**config.mk**
```make
export PLATFORM = sky130hd
export DESIGN_NAME = imm_gen_pipe_flat
export DESIGN_NICKNAME = d
export VERILOG_FILES = /design/src/rtl/imm_gen_pipe_if.sv /design/src/rtl/imm_gen_pipe.sv /design/src/flat_wrapper.sv
export SDC_FILE = /design/constraint.sdc
export NUM_CORES = 1
export LEC_CHECK = 0
export BUFFER_PORTS_ARGS = -buffer_cell sky130_fd_sc_hd__buf_4
export CAP_MARGIN = 20
export CORE_MARGIN = 1.5
export CORE_UTILIZATION = 59
export DETAILED_ROUTE_END_ITERATION = 6
export HOLD_SLACK_MARGIN = 0.12
export PLACE_DENSITY = 0.93
export SLEW_MARGIN = 20
export SYNTH_ARGS = -nofsm -noshare
export SYNTH_HDL_FRONTEND = slang
export SYNTH_SLANG_ARGS = --single-unit
```
**constraint.sdc**
```tcl
create_clock -name clk -period 3.15 [get_ports clk]
set_clock_uncertainty 0.05 [all_clocks]
set_input_delay 0.4725 -clock clk [delete_from_list [all_inputs] [get_ports clk]]
set_output_delay 0.4725 -clock clk [all_outputs]
set_load 0.02 [all_outputs]
```
**src/rtl/imm_gen_pipe_if.sv**
```systemverilog
// rtl/imm_gen_pipe_if.sv - instruction-in / immediate-out handshake bundle for imm_gen_pipe
//
// Purpose: groups the input (instruction) and output (immediate) handshakes.
// Signals:
//   in_valid    producer -> block  instruction offered
//   in_ready    block -> producer  block can accept
//   in_instr    producer -> block  raw 32-bit instruction word
//   out_valid   block -> consumer  result available
//   out_ready   consumer -> block  consumer accepts
//   out_imm     block -> consumer  extended immediate, XLEN bits
//   out_fmt     block -> consumer  0=none 1=I 2=S 3=B 4=U 5=J 6=Z
//   out_illegal block -> consumer  opcode not recognised
// Modports: master = producer/consumer side, slave = imm_gen_pipe.

interface imm_gen_pipe_if #(
   parameter int XLEN = 32
);
   logic            in_valid;
   logic            in_ready;
   logic [31:0]     in_instr;
   logic            out_valid;
   logic            out_ready;
   logic [XLEN-1:0] out_imm;
   logic [2:0]      out_fmt;
   logic            out_illegal;

   modport master (
      output in_valid, in_instr, out_ready,
      input  in_ready, out_valid, out_imm, out_fmt, out_illegal
   );

   modport slave (
      input  in_valid, in_instr, out_ready,
      output in_ready, out_valid, out_imm, out_fmt, out_illegal
   );
endinterface

```
**src/rtl/imm_gen_pipe.sv**
```systemverilog
// rtl/imm_gen_pipe.sv - RISC-V immediate decoder with skid-buffered valid/ready pipeline
//
// Purpose: decodes the immediate of each accepted instruction word, classifies
// its format and flags unknown opcodes. Results sit in a main register M with a
// one-entry skid register S behind it, so in_ready can be a plain register.
// Optional feature macro: IMM_GEN_ZICSR_EN (SYSTEM with funct3[2]=1 -> fmt Z,
// zero-extended inst[19:15]); when undefined every SYSTEM word decodes as I.
// Ports:
//   clk           rising-edge clock
//   reset_n       asynchronous active-low reset
//   bus           imm_gen_pipe_if.slave handshake bundle
//   illegal_count saturating count of accepted illegal words (CNT_W bits)

module imm_gen_pipe #(
   parameter int XLEN  = 32,
   parameter int CNT_W = 8
) (
   input  logic             clk,
   input  logic             reset_n,
   imm_gen_pipe_if.slave    bus,
   output logic [CNT_W-1:0] illegal_count
);

   localparam logic [2:0] FMT_NONE = 3'd0;
   localparam logic [2:0] FMT_I    = 3'd1;
   localparam logic [2:0] FMT_S    = 3'd2;
   localparam logic [2:0] FMT_B    = 3'd3;
   localparam logic [2:0] FMT_U    = 3'd4;
   localparam logic [2:0] FMT_J    = 3'd5;
`ifdef IMM_GEN_ZICSR_EN
   localparam logic [2:0] FMT_Z    = 3'd6;
`endif

   logic [31:0]     w_i;
   logic [31:0]     w_imm32;
   logic [XLEN-1:0] w_imm;
   logic [2:0]      w_fmt;
   logic            w_ill;
   logic            w_acc;
   logic            w_m_load;
   logic            w_s_valid_nxt;

   logic            r_m_valid;
   logic [XLEN-1:0] r_m_imm;
   logic [2:0]      r_m_fmt;
   logic            r_m_ill;
   logic            r_s_valid;
   logic [XLEN-1:0] r_s_imm;
   logic [2:0]      r_s_fmt;
   logic            r_s_ill;
   logic            r_in_ready;
   logic [CNT_W-1:0] r_cnt;

   assign w_i = bus.in_instr;

   // Every format is built as a 32-bit value whose bit 31 is inst[31] (or 0
   // for zimm), so one signed cast extends all of them to XLEN.
   always_comb begin
      w_imm32 = 32'd0;
      w_fmt   = FMT_NONE;
      w_ill   = 1'b0;
      if (w_i[1:0] != 2'b11) begin
         w_ill = 1'b1;
      end else begin
         case (w_i[6:0])
            7'b0000011, 7'b0010011, 7'b1100111, 7'b0001111: begin
               w_imm32 = {{20{w_i[31]}}, w_i[31:20]};
               w_fmt   = FMT_I;
            end
            7'b1110011: begin
`ifdef IMM_GEN_ZICSR_EN
               if (w_i[14]) begin
                  w_imm32 = {27'd0, w_i[19:15]};
                  w_fmt   = FMT_Z;
               end else begin
                  w_imm32 = {{20{w_i[31]}}, w_i[31:20]};
                  w_fmt   = FMT_I;
               end
`else
               w_imm32 = {{20{w_i[31]}}, w_i[31:20]};
               w_fmt   = FMT_I;
`endif
            end
            7'b0011011: begin
               if (XLEN == 64) begin
                  w_imm32 = {{20{w_i[31]}}, w_i[31:20]};
                  w_fmt   = FMT_I;
               end else begin
                  w_ill = 1'b1;
               end
            end
            7'b0100011: begin
               w_imm32 = {{20{w_i[31]}}, w_i[31:25], w_i[11:7]};
               w_fmt   = FMT_S;
            end
            7'b1100011: begin
               w_imm32 = {{20{w_i[31]}}, w_i[7], w_i[30:25], w_i[11:8], 1'b0};
               w_fmt   = FMT_B;
            end
            7'b0110111, 7'b0010111: begin
               w_imm32 = {w_i[31:12], 12'd0};
               w_fmt   = FMT_U;
            end
            7'b1101111: begin
               w_imm32 = {{12{w_i[31]}}, w_i[19:12], w_i[20], w_i[30:21], 1'b0};
               w_fmt   = FMT_J;
            end
            7'b0110011: begin
               w_fmt = FMT_NONE;
            end
            default: begin
               w_ill = 1'b1;
            end
         endcase
      end
   end

   assign w_imm = XLEN'($signed(w_imm32));

   assign w_acc    = bus.in_valid && r_in_ready;
   // M may be (re)loaded whenever it is empty or its result leaves this cycle.
   assign w_m_load = !r_m_valid || bus.out_ready;
   // S only fills when M is stuck; it always empties into M on the next load.
   // While S is full in_ready is low, so S and a new word never compete for M.
   assign w_s_valid_nxt = w_m_load ? 1'b0 : (r_s_valid || w_acc);

   always_ff @(posedge clk or negedge reset_n) begin
      if (!reset_n) begin
         r_m_valid  <= 1'b0;
         r_m_imm    <= '0;
         r_m_fmt    <= FMT_NONE;
         r_m_ill    <= 1'b0;
         r_s_valid  <= 1'b0;
         r_s_imm    <= '0;
         r_s_fmt    <= FMT_NONE;
         r_s_ill    <= 1'b0;
         r_in_ready <= 1'b1;
         r_cnt      <= '0;
      end else begin
         if (w_m_load) begin
            r_m_valid <= r_s_valid || w_acc;
            if (r_s_valid) begin
               r_m_imm <= r_s_imm;
               r_m_fmt <= r_s_fmt;
               r_m_ill <= r_s_ill;
            end else if (w_acc) begin
               r_m_imm <= w_imm;
               r_m_fmt <= w_fmt;
               r_m_ill <= w_ill;
            end
         end
         if (w_acc && !w_m_load) begin
            r_s_imm <= w_imm;
            r_s_fmt <= w_fmt;
            r_s_ill <= w_ill;
         end
         r_s_valid  <= w_s_valid_nxt;
         r_in_ready <= !w_s_valid_nxt;
         if (w_acc && w_ill && (r_cnt != {CNT_W{1'b1}})) begin
            r_cnt <= r_cnt + CNT_W'(1);
         end
      end
   end

   assign bus.in_ready    = r_in_ready;
   assign bus.out_valid   = r_m_valid;
   assign bus.out_imm     = r_m_imm;
   assign bus.out_fmt     = r_m_fmt;
   assign bus.out_illegal = r_m_ill;
   assign illegal_count   = r_cnt;

endmodule

```
**src/flat_wrapper.sv**
```systemverilog
// flat-port wrapper written by rule: the top's interface ports become plain ports
module imm_gen_pipe_flat 
#(
   parameter int XLEN  = 32,
   parameter int CNT_W = 8
)
  (clk, reset_n, illegal_count, bus_in_valid, bus_in_instr, bus_out_ready, bus_in_ready, bus_out_valid, bus_out_imm, bus_out_fmt, bus_out_illegal);
  imm_gen_pipe_if #(.XLEN(XLEN)) bus_i ();
  input  logic clk;
  input  logic reset_n;
  output logic [CNT_W-1:0] illegal_count;
  input wire logic [$bits(bus_i.in_valid)-1:0] bus_in_valid;
  input wire logic [$bits(bus_i.in_instr)-1:0] bus_in_instr;
  input wire logic [$bits(bus_i.out_ready)-1:0] bus_out_ready;
  output wire logic [$bits(bus_i.in_ready)-1:0] bus_in_ready;
  output wire logic [$bits(bus_i.out_valid)-1:0] bus_out_valid;
  output wire logic [$bits(bus_i.out_imm)-1:0] bus_out_imm;
  output wire logic [$bits(bus_i.out_fmt)-1:0] bus_out_fmt;
  output wire logic [$bits(bus_i.out_illegal)-1:0] bus_out_illegal;
  assign bus_i.in_valid = bus_in_valid;
  assign bus_i.in_instr = bus_in_instr;
  assign bus_i.out_ready = bus_out_ready;
  assign bus_in_ready = bus_i.in_ready;
  assign bus_out_valid = bus_i.out_valid;
  assign bus_out_imm = bus_i.out_imm;
  assign bus_out_fmt = bus_i.out_fmt;
  assign bus_out_illegal = bus_i.out_illegal;
  imm_gen_pipe #(.XLEN(XLEN), .CNT_W(CNT_W)) u_core (.clk(clk), .reset_n(reset_n), .bus(bus_i), .illegal_count(illegal_count));
endmodule
```
==> impl_results.md, run 1 <==
- Root buf cell: clkbuf_8
- Via count: 3503
- GP Congestion: 0.871
- Post-synth top cells: 82 x dfrtp_1, 62 x nand2_1, 35 x o21ai_0, 28 x a21oi_1, 26 x nor2_1
- Fin crit period: 2090 ps
- Final Hold Vio Count: 0
- Setup violations, final: 0
- Synthesis-stage register bit count: 83
- Critical Path Max Stage Delay: 430 ps
- Largest net degree at the start of global routing: 84
- Min setup slack post-route: 1060 ps
- Crit-path leading delay family: compound AO/OA/AOI/OAI gates
- Chip Width: 84.8 µm
- Die height: 84.8 µm
- Top-area cell type share of the netlist area: 52.0%
- DRT antenna net count: 0
- Mapped Avg Cell Area: 9.60 µm²
- Antenna violations before repair: 0
- Core area: 6420 µm²
- Clk slew on worst S/H paths: 90 ps
- Final net count: 518
- Fill cells: 442
- Slew @ Worst Pin: 875 ps
- Vias in the first global route: 3419
- Register area: 2080 µm²
- Post_cts resized: 0
- Failing checks: DRC
- CP Launch Type: register
- Port bufs: 81
- CTS Hold Bufs: 0
- HP Class: primary input to async pin
- WL per Instance: 17.2 µm
- Outcome: complete, but fails checks
- P&R area growth vs syn: 21.4%
- Max IR drop VDD: 0.000536 V
- H-tree depth: 3
- WS Path Type: register to register
- Cell-by-cell trace of the critical path: ha_1 -> and3_1 -> a31o_2 -> a211oi_2 -> mux2_2
- Buffers and inverters on the worst path: 0
- CTS Buf Count: 9
- Post-Synthesis Cell Area: 3950 µm²
- HPWL Detailed: 6350 µm
- Fin. max-slew vios: 0
- Top-count cell post-synth: dfrtp_1
- Pleak: 2.17 nW
- Final WL: 9710 µm
- Die area: 7190 µm²
- Critical Path Sink Type: register
- Via-to-Cell Ratio: 6.22
- DR DRC count: 7
- Io pins: 82
- Total GRT Usage: 28.9%
- Data arrival, critical path: 2280 ps
- Top cells by area, synth: dfrtp_1 52%, nand2_1 5.9%, o21ai_0 4.4%, nand3b_1 4.0%, a21oi_1 3.6%
- Finished Core Util: 74.6%
- Share of cells above drive strength 1: 24.9%
- Critical-path top delay cell: a211oi_2
- Multi-input gate area: 1740 µm²
- Initial drt markers: 333
- Worst-skew pair later-pin latency: 360 ps
- Pwr dens: 652 nW/µm²
- CTS Buffer Depth: 2
- Most used DFF post-synth: dfrtp_1
- Post-synth EDFFs: 0
- Req. time, crit path: 3340 ps
- Max Cap Viol: 0
- Seq/Total Area, Yosys: 52.7%
- Yosys Warn Count: 0
- Starting Density: 61.4%
- RSZ-0062 raised after global routing: no
- Asr flop ratio synth: 100%
- Antenna diode count: 0
- # Post-CTS Setup Buffers: 0
- Distinct cells, synth: 43
- Fin cells: 563
- Final period util: 66.3%
- Pre-antenna DRT Iters: 7
- Largest area contributor in the netlist: dfrtp_1
- Setup TNS: 0 ps
- Gr ovfl total: 0
- Synthesized net count: 448
- Syn Inst Count: 411
- DP Cell Count: 547
- Relative slew slack: 41.4%
- F_max: 479 MHz
- Worst Path Max Fanout: 8
- First-pass GRT wire length: 16300 µm
- CTS tree: yes
- Pre-CTS setup slack: 859 ps
- Number of core rows: 29
- Clock tree sinks: 83
==> worst paths after layout <==
path | cells past startpoint | from | end | slack [ps]
setup / recovery | 5 | u_core.illegal_count[0] | u_core.illegal_count[1] | 1060
hold / removal | 1 | reset_n | u_core.bus.out_imm[6] | 90
setup reg to reg | 5 | u_core.illegal_count[0] | u_core.illegal_count[1] | 1060
hold reg to reg | 2 | u_core.r_s_fmt[1] | u_core.r_s_fmt[1] | 430
max in group asynchronous | 1 | reset_n | u_core.bus.out_imm[15] | 2450
min in group clk | 2 | bus_in_instr[24] | u_core.bus.out_imm[4] | 290
==> cells in the final DEF, fill, tap and decap left out, types with 6 or more instances in the layout <==
cell / count
a21o_1: 7
a21oi_1: 28
a221o_1: 6
a22o_1: 6
a31o_2: 6
a31oi_1: 19
and3_1: 16
buf_4: 87
clkbuf_8: 10
dfrtp_1: 82
nand2_1: 62
nand3b_1: 21
nand4_1: 6
nor2_1: 25
o211ai_1: 11
o21ai_0: 34
o22ai_1: 6
xnor2_1: 7
==> flip-flops by register name, indices dropped and copies added (netlist names) <==
| register | cells |
|---|---|
| u_core.r_s_valid | 1 |
| u_core.r_s_fmt | 3 |
| u_core.bus.out_fmt | 3 |
| u_core.bus.out_valid | 1 |
| u_core.r_s_imm | 32 |
| u_core.bus.out_illegal | 1 |
| u_core.illegal_count | 8 |
| u_core.r_s_ill | 1 |
| u_core.bus.out_imm | 32 |
| u_core.bus.in_ready | 1 |
==> layer usage <==
layer | vias to the layer above | GRT usage [%] | part of all wire (%)
li1 | 1624 | - | -
met1 | 1700 | 39.8 | 44
met2 | 156 | 45.7 | 47
met3 | 23 | 4.62 | 7.0
met4 | 0 | 12.7 | 1.9
met5 | - | 0 | 0
==> stage by stage <==
step / instance area, µm² / hold WS, ps / power [mW]
2_1_floorplan: 3950 / 127 / 1.95
3_3_place_gp: 4580 / 405 / 2.33
3_5_place_dp: 4580 / 418 / 2.36
4_1_cts: 4790 / 270 / 3.13
5_1_grt: 4790 / 158 / 3.28
6_report: 4790 / 89.0 / 3.12
==> logic make-up after synthesis <==
group	synth area share [%]
flip-flops	52.7
adder cells (fa/ha/maj)	0.317
AO/OA/AOI/OAI	21.1
AND/OR/NAND/NOR	19.7
multiplexers	1.05
XOR/XNOR	1.78
buffers and inverters	3.36
==> power breakdown <==
part	total [mW]	leakage, nW	switching (mW)	internal [mW]
sequential	1.41	1.06	0.139	1.27
combinational	0.934	1.02	0.529	0.406
clock	0.777	0.0957	0.386	0.391
==> cell type report <==
| class | count | area share (%) |
|---|---|---|
| Multi-Input combinational cell | 296 | 36.2 |
| Clock buffer | 11 | 2.95 |
| Clock inverter | 5 | 1.31 |
| Timing Repair Buffer | 88 | 13.9 |
| Inverter | 3 | 0.235 |
| Sequential cell | 83 | 43.4 |
| Tap cell | 77 | 2.01 |
(Power assumes the default switching activity.)
==> inputs of run 2 (changes only) <==
--- a/config.mk
+++ b/config.mk
@@ -8,10 +8,10 @@
 export BUFFER_PORTS_ARGS = -buffer_cell sky130_fd_sc_hd__buf_4
 export CAP_MARGIN = 20
 export CORE_MARGIN = 1.5
-export CORE_UTILIZATION = 59
+export CORE_UTILIZATION = 49
 export DETAILED_ROUTE_END_ITERATION = 6
 export HOLD_SLACK_MARGIN = 0.12
-export PLACE_DENSITY = 0.93
+export PLACE_DENSITY = 0.84
 export SLEW_MARGIN = 20
 export SYNTH_ARGS = -nofsm -noshare
 export SYNTH_HDL_FRONTEND = slang
==> constraint.sdc (replaced) <==
create_clock -name clk -period 1.83 [get_ports clk]
set_clock_uncertainty 0.05 [all_clocks]
set_input_delay 0.2745 -clock clk [delete_from_list [all_inputs] [get_ports clk]]
set_output_delay 0.2745 -clock clk [all_outputs]
set_load 0.02 [all_outputs]
==> run 2 against run 1 <==
  * The run now ends clean
  * Routed wire length up 11%
  * Sequential cell count unchanged
  * Maximum frequency up 16%
  * Critical endpoint unchanged
  * Setup slack worse by 1000 ps
  * Count of clock-buffer cells in the layout down 2
  * Global-route usage down 2.0 points
  * Critical path depth up 1
  * Power up 85%
  * Non-clock buffer count up 39
  * Hold slack better by 44 ps
  * Via count up 4.8%
  * Die area up 20%
==> impl_results.md, run 2 (synthesis gave the netlist of run 1 again) <==
- Final WL: 10800 µm (+11%)
- Via-to-Cell Ratio: 5.86 (-5.9%)
- Clock tree sinks: 83 (unchanged)
- Via count: 3672 (+4.8%)
- Pwr Total: 5.79 mW (+85%)
- Cell-by-cell trace of the critical path: ha_4 -> and3_4 -> a31o_4 -> a211oi_4 -> buf_4 -> mux2_4
- Final net count: 557 (+7.5%)
- CTS tree: yes
- GR peak layer: met2
- HP Class: primary input to register
- Leading cell type in the layout, fill and taps excluded: buf_4
- GR Layer Usage met3: 3.61% (-1.0 points)
- CP Launch Type: register
- Finished Core Util: 67.4% (-7.2 points)
- Share of cells above drive strength 1: 29.5% (+4.6 points)
- Met1 Use GR: 35.3% (-4.4 points)
- WS Path Type: register to register
- Fin crit period: 1790 ps (-296 ps)
- Most frequent cells in the layout: 112 x buf_4, 80 x dfrtp_1, 62 x nand2_1, 34 x o21ai_0, 28 x a21oi_1
- Final period util: 97.9% (+32 points)
- WL per Instance: 17.2 µm (-0.12%)
- Die height: 92.7 µm (+9.4%)
- Number of core rows: 32 (+10%)
- Met2 global-route usage: 44.5% (-1.2 points)
- GP Congestion: 0.949 (+9.0%)
- Relative slew slack: 72.5% (+31 points)
- H-tree depth: 3 (unchanged)
- Worst-skew pair later-pin latency: 360 ps (about the same)
- Root buf cell: clkbuf_8
- Pleak: 2.39 nW (+9.8%)
- Starting Density: 50.8% (-11 points)
- DRT antenna net count: 0 (unchanged)
- CTS Buffer Depth: 2 (unchanged)
- Min setup slack post-route: 37.6 ps (-1020 ps)
- Critical Path Sink Type: register
- Buffers and inverters on the worst path: 1 (+1)
- Gr ovfl total: 0 (unchanged)
- Worst Path Max Fanout: 2 (-6)
- Outcome: completed
- CTS Buf Count: 9 (unchanged)
- Post-DP Area: 4870 µm² (+6.4%)
- DR DRC count: 0 (-7)
- RSZ-0062 raised after global routing: yes
- Critical-path top delay cell: dfrtp_2
- Data arrival, critical path: 1990 ps (-290 ps)
- F_max: 558 MHz (+16%)
- Critical Path Max Stage Delay: 440 ps (about the same)
- Clk slew on worst S/H paths: 80 ps (about the same)
- P&R area growth vs syn: 32.8%
- Core area: 7770 µm² (+21%)
- Initial drt markers: 230 (-31%)
- Antenna violations before repair: 0 (unchanged)
- Pre-antenna DRT Iters: 5 (-2)
- DP Cell Count: 598 (+9.3%)
- Die area: 8600 µm² (+20%)
- Port bufs: 81 (unchanged)
- Setup violations, final: 0 (unchanged)
- Pwr dens: 1100 nW/µm² (+69%)
- Fin area: 5240 µm² (+9.3%)
- Total GRT Usage: 26.9% (-2.0 points)
- HPWL Detailed: 7500 µm (+18%)
- Max Cap Viol: 0 (unchanged)
- Final Hold Vio Count: 0 (unchanged)
- Fin cells: 627 (+11%)
- Fin. max-slew vios: 0 (unchanged)
- Io pins: 82 (unchanged)
- Crit-path leading delay family: flip-flops
- First-pass GRT wire length: 18000 µm (+10%)
- Largest net degree at the start of global routing: 41 (-51%)
- Vias in the first global route: 3653 (+6.8%)
- Max IR drop VDD: 0.000986 V (+84%)
- Pre-CTS setup slack: -57.2 ps (-917 ps)
- Antenna diode count: 0 (unchanged)
- Chip Width: 92.7 µm (+9.4%)
- Slew @ Worst Pin: 408 ps (-468 ps)
- Req. time, crit path: 2030 ps (-1310 ps)
run 2: through the flow:
step | hold WS [ps] | TNS [ps]
after CTS | 125 | 0
after detailed placement | 158 | -156
after global placement | 149 | 0
after global routing | 144 | -27.8
final | 133 | 0
after floorplan | -71.1 | -131
run 2: routing by layer:
| layer | vias up | wire (µm) |
|---|---|---|
| li1 | 1695 | - |
| met1 | 1790 | 4430 |
| met2 | 168 | 5370 |
| met3 | 19 | 761 |
| met4 | 0 | 231 |
| met5 | - | 0 |
run 2: area by class of cell:
cell class | count | area [µm²]
Tap cell | 102 | 128
Fill cell | 619 | 2530
Sequential cell | 83 | 2080
Inverter | 3 | 11.3
Clock buffer | 9 | 124
Timing Repair Buffer | 127 | 1010
Clock inverter | 7 | 101
Multi-Input combinational cell | 296 | 1780
run 2: final timing paths:
kind	slack (ps)	depth (start not counted)	startpoint	endpoint
min in group asynchronous	310	2	reset_n	u_core.bus.out_fmt[1]
setup reg to reg	40	6	u_core.illegal_count[1]	u_core.illegal_count[1]
max in group asynchronous	840	3	reset_n	u_core.r_s_imm[22]
hold / removal	130	3	bus_in_instr[19]	u_core.r_s_imm[19]
setup / recovery	40	6	u_core.illegal_count[1]	u_core.illegal_count[1]
hold reg to reg	440	2	u_core.r_s_fmt[1]	u_core.r_s_fmt[1]
run 2: worst register-to-register path: cells and delay by family (launching register included):
family,cells,cell delay (ps)
adder cells (fa/ha/maj),1,170
AO/OA/AOI/OAI,2,420
flip-flops,1,440
buffers and inverters,1,160
multiplexers,1,290
AND/OR/NAND/NOR,1,170
run 2: power by group:
part | leakage [nW] | internal (mW) | switching (mW)
Clock | 0.111 | 0.779 | 0.708
Combinational | 1.22 | 0.879 | 1.00
Sequential | 1.05 | 2.19 | 0.222
Total | 2.39 | 3.85 | 1.93
run 2: timing repair:
action                     in CTS  in global routing
setup buffers                   1                  0
hold endpoints to repair       79                  0
pin swaps                       1                  2
hold buffers                   12                  0
resized for setup               1                  2
setup endpoints to repair       4                 25
==> inputs of run 3 (changes only) <==
--- a/config.mk
+++ b/config.mk
@@ -8,10 +8,10 @@
 export BUFFER_PORTS_ARGS = -buffer_cell sky130_fd_sc_hd__buf_4
 export CAP_MARGIN = 20
 export CORE_MARGIN = 1.5
-export CORE_UTILIZATION = 49
+export CORE_UTILIZATION = 42
 export DETAILED_ROUTE_END_ITERATION = 6
 export HOLD_SLACK_MARGIN = 0.12
-export PLACE_DENSITY = 0.84
+export PLACE_DENSITY = 0.72
 export SLEW_MARGIN = 20
 export SYNTH_ARGS = -nofsm -noshare
 export SYNTH_HDL_FRONTEND = slang
==> run 3 against run 2 <==
  * Final cell count is 2.1% higher
  * Highest routed layer unchanged
  * Maximum frequency is 1.3% higher
  * Power is 3.8% lower
  * First-iteration DRC count is 17% lower
  * Largest power group unchanged
==> impl_results.md, run 3 (synthesis gave the netlist of run 1 again) <==
- Outcome: completed
- Worst Path Max Fanout: 6 (+4)
- Setup TNS: 0 ps (unchanged)
- Hold Path Origin: bus_in_instr[16]
- CP Launch Type: register
- Req. time, crit path: 2050 ps (+20 ps)
- CTS Buf Count: 9 (unchanged)
- Die height: 99.9 µm (+7.8%)
- Antenna diode count: 0 (unchanged)
- Pleak: 2.40 nW (+0.70%)
- Total GRT Usage: 22.0% (-4.9 points)
- Critical Path Source: u_core.bus.in_ready
- Pwr dens: 1050 nW/µm² (-4.7%)
- CTS Buffer Depth: 2 (unchanged)
- Fin area: 5290 µm² (+1.0%)
- Fin. max-slew vios: 0 (unchanged)
- Gr ovfl total: 0 (unchanged)
- WS Path Type: register to register
- Largest net degree at the start of global routing: 39 (-4.9%)
- Slew @ Worst Pin: 575 ps (+167 ps)
- Leading cell type in the layout, fill and taps excluded: buf_4
- Vias in the first global route: 3447 (-5.6%)
- GP Congestion: 0.847 (-11%)
- Data arrival, critical path: 1990 ps (about the same)
- Most frequent cells in the layout: 112 x buf_4, 80 x dfrtp_1, 60 x nand2_1, 34 x o21ai_0, 28 x a21oi_1
- Critical Path Sink Type: register
- Antenna violations before repair: 0 (unchanged)
- Io pins: 82 (unchanged)
- Chip Width: 99.9 µm (+7.8%)
- Core area: 9150 µm² (+18%)
- Max Cap Viol: 0 (unchanged)
- Clock tree sinks: 83 (unchanged)
- HPWL Detailed: 7410 µm (-1.1%)
- Final net count: 561 (+0.72%)
- Port bufs: 81 (unchanged)
- Hold_ws: 145 ps (+12.7 ps)
- Root buf cell: clkbuf_8
- CTS tree: yes
- Pre-antenna DRT Iters: 4 (-1)
- H-tree depth: 3 (unchanged)
- Clk slew on worst S/H paths: 90 ps (about the same)
- Die area: 9980 µm² (+16%)
- Via count: 3620 (-1.4%)
- P&R area growth vs syn: 34.1%
- Starting Density: 43.1% (-7.7 points)
- DR DRC count: 0 (unchanged)
- Via-to-Cell Ratio: 5.66 (-3.4%)
- F_max: 565 MHz (+1.3%)
- Final period util: 96.7% (-1.2 points)
- Final Hold Vio Count: 0 (unchanged)
- Setup violations, final: 0 (unchanged)
- Max IR drop VDD: 0.000506 V (-49%)
- Fin crit period: 1770 ps (-22.4 ps)
- Final WL: 11000 µm (+2.0%)
- Relative slew slack: 61.7% (-11 points)
- Share of cells above drive strength 1: 30.6% (+1.1 points)
- Reg-to-Reg Start: u_core.bus.in_ready
- Number of core rows: 35 (+9.4%)
- Fill cells: 804 (+30%)
- Initial drt markers: 190 (-17%)
- Post-DP Area: 4940 µm² (+1.4%)
- WL per Instance: 17.2 µm (-0.12%)
- DRT antenna net count: 0 (unchanged)
- HP Class: primary input to register
- Worst-skew pair later-pin latency: 350 ps (about the same)
- First-pass GRT wire length: 17200 µm (-4.3%)
==> run 3: cell types whose count changed in the layout (fill, tap and decap cells not counted), moves of 2 or more <==
cell,delta
buf_6,+2
nand2_1,-2
buf_12,+2
inv_6,+3
bufinv_16,-2
nand2_2,+2
==> run 3: area by class of cell <==
cell class / instances / area, µm² / area share [%]
Tap cell: 111 / 139 / 2.63
Timing Repair Buffer: 130 / 1060 / 20.1
Multi-Input combinational cell: 297 / 1810 / 34.2
Sequential cell: 83 / 2080 / 39.3
Inverter: 3 / 11.3 / 0.213
Clock buffer: 9 / 124 / 2.34
Clock inverter: 7 / 58.8 / 1.11
==> run 3: metal layers <==
layer | global-route usage, % | share of wire (%) | vias to the layer above
li1 | - | - | 1724
met1 | 30.1 | 44 | 1783
met2 | 35.9 | 50 | 101
met3 | 2.86 | 4.8 | 12
met4 | 7.80 | 1.1 | 0
met5 | 0 | 0 | -
==> run 3: what timing repair did <==
item                       in CTS  in global routing
hold buffers                   11                  0
gates cloned                    0                  1
setup buffers                   0                  1
gates resized for setup         3                  7
setup endpoints to repair      16                 30
pin swaps                       0                  6
hold endpoints to repair       48                  0
==> run 3: metrics by stage <==
stage                     power, mW  utilization [%]  instances  setup slack (ps)
after floorplan                3.41                -        411             -46.5
after detailed placement       4.31             54.0        611             -71.5
final                          5.57             57.8        640              59.9
after CTS                      5.58             57.3        638             0.278
after global routing           5.86             57.8        640             -17.4
after global placement         4.25             54.0        611             -72.4
==> run 3: worst max-delay path, cell delays in order, from the launching register on <==
cell and delay [ps]:
dfstp_2 570, nand2_2 70, buf_6 130, nor2_4 90
nand2_2 90, a2111o_2 550, o211ai_1 140
==> run 3: path summary, 6_finish.rpt <==
path / endpoint / slack (ps) / cells after the start
worst min register to register: u_core.r_s_fmt[1] / 430 / 2
worst min-delay path: u_core.r_s_imm[16] / 150 / 3
min in group asynchronous: u_core.r_s_imm[10] / 360 / 2
worst max-delay path: u_core.r_s_imm[22] / 60 / 6
worst max register to register: u_core.r_s_imm[22] / 60 / 6
max in group asynchronous: u_core.r_s_imm[15] / 810 / 3
==> run 3: where the power goes <==
part / leakage, nW / total (mW) / switching, mW / internal [mW]
sequential: 1.05 / 2.42 / 0.229 / 2.19
clock: 0.0925 / 1.25 / 0.732 / 0.517
combinational: 1.26 / 1.90 / 1.01 / 0.885
